--- src/rtl/pipeline_step_ctrl.sv ---
// rtl/pipeline_step_ctrl.sv - IF/ID/EX step/run sequencer with debounced buttons; optional adv counter via PIPE_ADV_COUNT_EN

module pipeline_step_deb #(
    parameter int DEB_CYCLES = 16
) (
    input  logic clk,
    input  logic rst_n,
    input  logic btn,
    output logic pulse
);
    localparam int CW = $clog2(DEB_CYCLES + 1);

    logic          s0;
    logic          s1;
    logic          s_prev;
    logic          lvl;
    logic [CW-1:0] cnt;

    // Synchronize, time the stable period, accept the level and flag an accepted rising edge
    always_ff @(posedge clk) begin
        if (!rst_n) begin
            s0     <= 1'b0;
            s1     <= 1'b0;
            s_prev <= 1'b0;
            lvl    <= 1'b0;
            cnt    <= '0;
            pulse  <= 1'b0;
        end else begin
            s0     <= btn;
            s1     <= s0;
            s_prev <= s1;
            pulse  <= 1'b0;
            if (s1 != s_prev) begin
                cnt <= '0;
            end else if (cnt != CW'(DEB_CYCLES - 1)) begin
                cnt <= cnt + 1'b1;
            end else if (lvl != s1) begin
                lvl   <= s1;
                pulse <= s1;
            end
        end
    end
endmodule

module pipeline_step_ctrl #(
    parameter int DEB_CYCLES = 16,
    parameter int PC_W       = 4
) (
    input  logic            clk,
    input  logic            rst_n,
    input  logic            btn_step,
    input  logic            btn_run,
    input  logic            bp_en,
    input  logic [PC_W-1:0] bp_addr,
    input  logic            hazard,
    input  logic            jmp_valid,
    input  logic [PC_W-1:0] jmp_addr,
    output logic [PC_W-1:0] pc,
    output logic            if_en,
    output logic            id_en,
    output logic            ex_en,
    output logic            id_flush,
    output logic            ex_bubble,
    output logic            running,
    output logic            halted,
    output logic [15:0]     adv_count
);
    typedef enum logic [1:0] {
        IDLE = 2'd0,
        RUN  = 2'd1,
        HALT = 2'd2
    } state_t;

    state_t          state;
    state_t          state_nxt;
    logic            step_pulse;
    logic            run_pulse;
    logic            skip_bp;
    logic            adv;
    logic [PC_W-1:0] pc_nxt;

    pipeline_step_deb #(.DEB_CYCLES(DEB_CYCLES)) u_deb_step (
        .clk   (clk),
        .rst_n (rst_n),
        .btn   (btn_step),
        .pulse (step_pulse)
    );

    pipeline_step_deb #(.DEB_CYCLES(DEB_CYCLES)) u_deb_run (
        .clk   (clk),
        .rst_n (rst_n),
        .btn   (btn_run),
        .pulse (run_pulse)
    );

    // Decide whether the pipeline advances this cycle and where the FSM goes; run beats step
    always_comb begin
        adv       = 1'b0;
        state_nxt = state;
        case (state)
            IDLE: begin
                if (run_pulse)       state_nxt = RUN;
                else if (step_pulse) adv = 1'b1;
            end
            RUN: begin
                if (run_pulse)                                state_nxt = IDLE;
                else if (bp_en && pc == bp_addr && !skip_bp)  state_nxt = HALT;
                else                                          adv = 1'b1;
            end
            HALT: begin
                if (run_pulse) begin
                    state_nxt = RUN;
                end else if (step_pulse) begin
                    adv       = 1'b1;
                    state_nxt = IDLE;
                end
            end
            default: state_nxt = IDLE;
        endcase
    end

    // Stage controls: a jump squashes ID and overrides a hazard; a hazard freezes IF/ID and bubbles EX
    always_comb begin
        if_en     = adv & (jmp_valid | ~hazard);
        id_en     = adv & (jmp_valid | ~hazard);
        ex_en     = adv;
        id_flush  = adv & jmp_valid;
        ex_bubble = adv & ~jmp_valid & hazard;
        pc_nxt    = pc;
        if (adv) begin
            if (jmp_valid)   pc_nxt = jmp_addr;
            else if (!hazard) pc_nxt = pc + 1'b1;
        end
    end

    // State, PC and the one-cycle breakpoint bypass after resuming from HALT
    always_ff @(posedge clk) begin
        if (!rst_n) begin
            state   <= IDLE;
            pc      <= '0;
            skip_bp <= 1'b0;
        end else begin
            state   <= state_nxt;
            pc      <= pc_nxt;
            skip_bp <= (state == HALT) && run_pulse;
        end
    end

    assign running = (state == RUN);
    assign halted  = (state == HALT);

`ifdef PIPE_ADV_COUNT_EN
    logic [15:0] adv_cnt;

    // Saturating count of every advance cycle, stalls and jumps included
    always_ff @(posedge clk) begin
        if (!rst_n)                         adv_cnt <= '0;
        else if (adv && adv_cnt != 16'hFFFF) adv_cnt <= adv_cnt + 16'd1;
    end

    assign adv_count = adv_cnt;
`else
    assign adv_count = 16'd0;
`endif
endmodule

--- config.mk ---
export PLATFORM = sky130hd
export DESIGN_NAME = pipeline_step_ctrl
export DESIGN_NICKNAME = d
export VERILOG_FILES = /design/src/rtl/pipeline_step_ctrl.sv
export SDC_FILE = /design/constraint.sdc
export NUM_CORES = 1
export LEC_CHECK = 0
export CAP_MARGIN = 10
export CORE_ASPECT_RATIO = 1.4
export CORE_MARGIN = 4
export CORE_UTILIZATION = 34
export CTS_CLUSTER_SIZE = 20
export DETAILED_ROUTE_END_ITERATION = 7
export PLACE_DENSITY = 0.7
export SYNTH_ARGS = -nofsm -noshare
export SYNTH_HDL_FRONTEND = slang
export SYNTH_SLANG_ARGS = --single-unit
export TNS_END_PERCENT = 50
--- constraint.sdc ---
create_clock -name clk -period 1.8 [get_ports clk]
set_clock_uncertainty 0.2 [all_clocks]
set_input_delay 0.18 -clock clk [delete_from_list [all_inputs] [get_ports clk]]
set_output_delay 0.18 -clock clk [all_outputs]
set_load 0.005 [all_outputs]
-- Yosys cells after proc, flatten, opt, wreduce, memory -nomap -nowiden
Cells that the tools add are included.
- reduce and logical (&&, ||, !) cells: 14
- bitwise gates (word level): 14
- equality and inequality tests: 13
- add/sub/neg operators: 3
- multiplexer cells: 13
- operators by type and width (kind ; count):
    5-bit by 1-bit adder with 5-bit output (second input constant) ; 2
    2-bit 2-to-1 mux ; 5
    5-bit by 4-bit inequality test with 1-bit output (second input constant) ; 2
    1-bit inverter ; 9
    3-bit AND reduction ; 3
    4-bit 2-to-1 mux ; 2
    4-bit OR reduction ; 2
    3-bit by 1-bit inequality test with 1-bit output (second input constant) ; 2
    2-bit one-hot mux with 3 select lines ; 1
    2-bit OR reduction ; 3
    4-bit by 1-bit adder with 4-bit output (second input constant) ; 1
    1-bit AND ; 4
    4-bit == test ; 1
    1-bit 2-to-1 mux ; 4
    1-bit inequality test ; 4
    2-bit by 1-bit inequality test with 1-bit output (second input constant) ; 2
    1-bit logical AND ; 3
    2-bit by 1-bit == test with 1-bit output (second input constant) ; 1
    2-bit == test (second input constant) ; 1
    2-bit logical NOT ; 1
    1-bit one-hot mux with 2 select lines ; 1
    2-bit AND reduction ; 1
    1-bit logical NOT ; 1
    1-bit bitwise OR ; 1
- logic and storage cells: 72
- register bits after elaboration: 27
- output and inout port bits: 27
- input bits: 15

-- Logic depth before layout (Yosys ltp)
- word-level depth: 8
- gate-level depth with buffers: 8
- mapped depth without buffers: 7

-- By module
A second synthesis with hierarchy kept.
- cells, all modules: 159
- area total of the unflattened synthesis: 1481.4 µm²
- by module, submodules not included (module ; cells each ; area an instance (µm²) ; sequential area each (µm²) ; times used):
    pipeline_step_deb ; 39 ; 410.4 ; 200.2 ; 2
    pipeline_step_ctrl ; 81 ; 660.6 ; 140.1 ; 1

-- Worst setup path before layout
OpenSTA, ideal clock, no wires.
- path type: register to register
- start: reg u_deb_step.cnt[0]
- end: reg u_deb_step.cnt[3]
- required time: 1.482 ns
- setup slack: 0.098 ns
- library setup time: 0.118 ns
- clock period less this slack: 1.702 ns
- cell stages (with the launch flop): 9
- buffers on the path: 1
- arrival: 1.384 ns
- cells stage by stage: dfxtp_1 > ha_1 > and3_1 > ha_1 > clkbuf_1 > inv_1 > nand4_1 > xor2_1 > nor2_1
- longest elaborated chain between the ends: 1
- elaborated cells on any way between the ends: 2
- classes of those cells: 1 x add/sub; 1 x eq/ne
- RTL lines (what ; line ; source):
    start: declaration ; 17 ; logic [CW-1:0] cnt;
    start signal: assignment ; 36 ; cnt <= cnt + 1'b1;
    5-bit by 1-bit adder with 5-bit output / 5-bit by 4-bit inequality test with 1-bit output (equally long branches) ; 36, 35 ;
Parallel ways exist; a longest one is shown, timed or not.
A chain may end at the register's enable or synchronous reset.

-- Final worst setup path
- start: reg state[0]
- end: out ex_bubble
- longest elaborated chain between the ends: 5
- elaborated cells on any way between the ends: 7
- classes of those cells: 2 x eq/ne; 1 x mux; 2 x bitwise; 2 x reduce/logical
- RTL lines (what ; line ; source):
    start: declaration ; 74 ; state_t state;
    start signal: assignment ; 143 ; state <= state_nxt;
    2-bit == test / 2-bit logical NOT (equally long branches) ; 100 ; case (state)
    2-bit OR reduction (no source line) ; n/a ;
    1-bit one-hot mux with 2 select lines (*) ; 100 ;
    1-bit AND (*) (2 in series) ; 128 ; ex_bubble = adv & ~jmp_valid & hazard;
    end: declaration ; 63 ; output logic ex_bubble,
Every way passes the cells marked *; elsewhere a longest branch is shown, timed or not.

==> results <==
- Across the run, the number of max-cap violations was 0.
- The netlist uses 37 different library cells.
- The first global-routing pass estimated 5010 um of wire.
- The maximum clock frequency is 0.495 GHz.
- The critical path contains buffers and inverters numbering 2 combined.
- In the final routed layout, each cell accounts on average for 11.8 um.
- The chip height is 84.4 um.
- The number of antenna violations at the first check in global routing is 0.
- Setup repair after global routing could not meet its margin everywhere.
- The routed layout has 1179 vias.
- Clock-pin slew was measured on the worst setup and hold paths at 0.09 ns.
- The count of nets left with antenna violations after detail routing is 0.
- The data arrival time of the critical path is 1.64 ns.
- The final-report hold violation count came to 0.
- In this run, synthesis produced a sequential element count of 27.
- At the worst endpoint, the required time is 1.42 ns.
- The DRC violations left is 0.
- Entering global routing, the biggest net connects 17 pins.
- The share of power burned in the clock network is 31.2%.
- Along the worst path, the maximum fanout reaches 4.
- The biggest area contributor in the post-synthesis netlist is sky130_fd_sc_hd__dfxtp_1.
- The maximum buffer depth of the clock tree is 2.
- Counting flops with an async set or reset pin after synthesis yields a share of 0%.
- The routed wire length is 2970 um.
- Yosys printed 0 warnings.
- The final reports fail on negative setup slack.
- The type of the worst setup path is flop to primary output.
- The wire-length estimate of the detail-placed layout is 2200 um.
- The final critical-path share of the clock period is 112%.
- The peak ir drop on the vdd network is 0.358 mV.
- The final core utilization is 49.3%.
- The gate count after technology mapping is 160.
- In the post-synthesis netlist, the biggest area contributors are sky130_fd_sc_hd__dfxtp_1, sky130_fd_sc_hd__buf_4, sky130_fd_sc_hd__xnor2_1, sky130_fd_sc_hd__ha_1, sky130_fd_sc_hd__nor2_1.
- Setup violations remaining at the end of the flow were counted as 4.
- The width of the die is 62.6 um.
- The final count of pins violating max slew is 0.
- The nature of the critical path endpoint is a primary output.
- The number of antenna diodes in the final layout is 0.
- The total clock sinks is 27.
- The count of buffers inserted at the top-level ports is 25.
- The share of cells above drive strength 1 is 24.4%.
- Summing the areas of all and, or, nand and nor instances in the mapped netlist gives 21.6% of the synthesized area.
- The run finished, with violations left.
- In this run the biggest area consumer among cell types represents 38.1% of the synthesized area.
- The H-tree level count is 1.
- Dividing total power by cell area gives a power density of 559 nW/um2.
- The adder and majority cell fraction of the synthesized area is 4.41%.
- The most common library cell in the layout ignoring fill and taps is sky130_fd_sc_hd__dfxtp_1.
- The post-layout worst setup margin is -0.219 ns.
- The critical path crosses 6 cells after its start point.
- The root cell of the clock tree is sky130_fd_sc_hd__clkbuf_8.
- The CTS tree is built.
- The total clock buffers created by CTS is 3.
- The die covers 5290 um2.
- The first routing iteration left 46 violations.
- The core region is 3990 um2.
- The part of the power in combinational logic is 11.8%.
- The clock period minus final worst setup slack is 2.02 ns.
- The cell area after synthesis is 1420 um2.
- The average instance in the mapped netlist occupies 8.87 um2.
- In this design, the stage delay of the slowest critical-path cell is 0.34 ns.
- Walking the worst path, the cells encountered are nand2b_4 > and4b_4 > a221oi_4 > buf_4 > and2_4 > buf_6.
- The fraction of the mapped netlist area in compound gates is 14.1%.
- The mux share of post-synthesis cell area is 2.20%.
- The final-layout fill cell count is 372.
- For the worst flop-to-flop path, the logic depth is 6.
- The area added between synthesis and finish is 38.4%.
- Counting flops with a built-in enable in the synthesized netlist gives 0.
- In this run the power spent charging and discharging nets is 0.257 mW.
- At the end of the flow, the number of nets in the layout was 230.
- The cell with the biggest individual delay on the critical path is sky130_fd_sc_hd__dfxtp_2.
- The number of global-route vias before repair is 1183.
- The portion of total power attributed to sequential cells is 57.0%.
- The post-synthesis share of cell area spent on xor and xnor gates is 7.41%.
- The main flop type after synthesis is sky130_fd_sc_hd__dfxtp_1.
- STA classifies the critical path startpoint as a flop.
- The class of the tightest hold or removal check is flop to flop.
- The sum of overflow across all layers after global routing is 0.
- The worst hold margin is 0.240 ns.
- Net switching is 23.4% of the power.
- Dividing the detail-routed via count by the number of cells gives 4.68.
- The detailed-router iteration count before antenna repair is 3.
- The starting density of the core is 35.6%.
- The number of top-level pins is 42.
- The analysis attributes to cell leakage a power of 0.892 nW.
- The hold path depth is 1.
- The global placer's final weighted congestion is 0.831.
- The clock latency on the worst-skew pair is 0.27 ns.
- The library cells used most frequently in the layout, excluding fill and tap cells, are sky130_fd_sc_hd__dfxtp_1, sky130_fd_sc_hd__buf_4, sky130_fd_sc_hd__clkdlybuf4s50_1.
- The register area share after synthesis is 38.1%.
- The largest family of logic cells by synthesized area is simple AND/OR/NAND/NOR gates.
- The floorplan has 27 rows.
- The internal power of the cells is 0.841 mW.
- The global-route usage over all layers is 11.4%.
- The kind of cell with the highest combined delay along the critical path is simple AND/OR/NAND/NOR gates.
## synthesized netlist by cell type (2+ instances only)
| library cell | number |
|---|---|
| sky130_fd_sc_hd__xor2_1 | 4 |
| sky130_fd_sc_hd__nor3_1 | 3 |
| sky130_fd_sc_hd__ha_1 | 5 |
| sky130_fd_sc_hd__inv_1 | 7 |
| sky130_fd_sc_hd__nor2b_1 | 4 |
| sky130_fd_sc_hd__nand2b_1 | 4 |
| sky130_fd_sc_hd__nor2_1 | 16 |
| sky130_fd_sc_hd__and2_1 | 9 |
| sky130_fd_sc_hd__nand4_1 | 3 |
| sky130_fd_sc_hd__a211o_1 | 3 |
| sky130_fd_sc_hd__clkbuf_1 | 4 |
| sky130_fd_sc_hd__o21ai_0 | 5 |
| sky130_fd_sc_hd__dfxtp_1 | 27 |
| sky130_fd_sc_hd__mux2i_1 | 2 |
| sky130_fd_sc_hd__nand2_1 | 8 |
| sky130_fd_sc_hd__a21oi_1 | 8 |
| sky130_fd_sc_hd__xnor2_1 | 8 |
| sky130_fd_sc_hd__and3b_1 | 2 |
| sky130_fd_sc_hd__and3_1 | 4 |
| sky130_fd_sc_hd__buf_4 | 17 |
## power by group through the flow
stage	logic, mW	clock network [mW]	registers [mW]
floorplan	0.0881	0	0.637
global placement	0.117	0	0.639
detailed placement	0.120	0	0.640
CTS	0.126	0.364	0.626
global route	0.148	0.383	0.628
finish	0.130	0.343	0.625
## flip-flops by register name, summed over array words and instances (netlist names)
| name | cells |
|---|---|
| pc | 4 |
| skip_bp | 1 |
| state | 2 |
| u_deb_run.cnt | 5 |
| u_deb_run.lvl | 1 |
| u_deb_run.pulse | 1 |
| u_deb_run.s0 | 1 |
| u_deb_run.s1 | 1 |
| u_deb_run.s_prev | 1 |
| u_deb_step.cnt | 5 |
| u_deb_step.lvl | 1 |
| u_deb_step.pulse | 1 |
| u_deb_step.s0 | 1 |
| u_deb_step.s1 | 1 |
| u_deb_step.s_prev | 1 |
## worst paths after layout
| check | from | slack, ns | to |
|---|---|---|---|
| worst min register to register | u_deb_run.s0 | 0.24 | u_deb_run.s1 |
| worst max-delay path | state[0] | -0.22 | ex_bubble |
| worst min-delay path | u_deb_run.s0 | 0.24 | u_deb_run.s1 |
| worst max register to register | state[0] | -0.01 | pc[3] |
## cells by family (layout without fill, tap and decap cells)
| family | Yosys count | after routing |
|---|---|---|
| and+or+nand+nor | 57 | 57 |
| buffers and inverters | 28 | 62 |
| AOI/OAI and AO/OA | 27 | 27 |
| DFF | 27 | 27 |
| xor gates and xnor gates | 12 | 12 |
| adders and majority gates | 5 | 5 |
| muxes | 3 | 3 |
| other | 1 | 16 |
## worst register-to-register path: stages, from the launching register on
cell,delay [ns]
sky130_fd_sc_hd__dfxtp_2,0.34
sky130_fd_sc_hd__nand2b_4,0.14
sky130_fd_sc_hd__a211o_1,0.35
sky130_fd_sc_hd__buf_6,0.14
sky130_fd_sc_hd__buf_6,0.11
sky130_fd_sc_hd__a211o_1,0.22
sky130_fd_sc_hd__a32o_1,0.21
## stage by stage
stage | TNS (ns) | instances | power (mW) | setup slack (ns) | instance area, um2
3_3_place_gp | -3.24 | 241 | 0.756 | -0.553 | 1780
2_1_floorplan | 0 | 175 | 0.725 | 0.0976 | 1480
5_1_grt | -0.893 | 252 | 1.16 | -0.284 | 1960
4_1_cts | -0.520 | 251 | 1.12 | -0.200 | 1890
3_5_place_dp | -3.33 | 241 | 0.759 | -0.573 | 1780
6_report | -0.436 | 252 | 1.10 | -0.219 | 1960
## final cells by class
| type | count | area (um2) | area share, % |
|---|---|---|---|
| clock buffer | 3 | 41.3 | 2.10 |
| tap | 43 | 53.8 | 2.74 |
| inverter | 7 | 26.3 | 1.34 |
| timing repair buffer | 51 | 449 | 22.9 |
| clock inverter | 1 | 7.51 | 0.382 |
| multi-input combinational | 120 | 842 | 42.9 |
| sequential | 27 | 544 | 27.7 |
## metal layers
layer / GRT usage (%) / vias to the layer above / share of wire, %
met4: 4.62 / 0 / 1.2
met2: 21.7 / 30 / 52
li1: - / 609 / -
met1: 12.0 / 536 / 42
met3: 2.41 / 4 / 5.5
met5: 0 / - / 0
## repair_timing
item | 4_1_cts | 5_1_grt
gates resized for setup | 23 | 19
endpoints found under the setup margin | 6 | 12
hold buffers | 0 | 0
pin swaps | 10 | 2
endpoints found under the hold margin | 0 | 0
setup buffers | 6 | 1
gates cloned | 0 | 0
No activity file was read; power rests on OpenSTA's default activity.
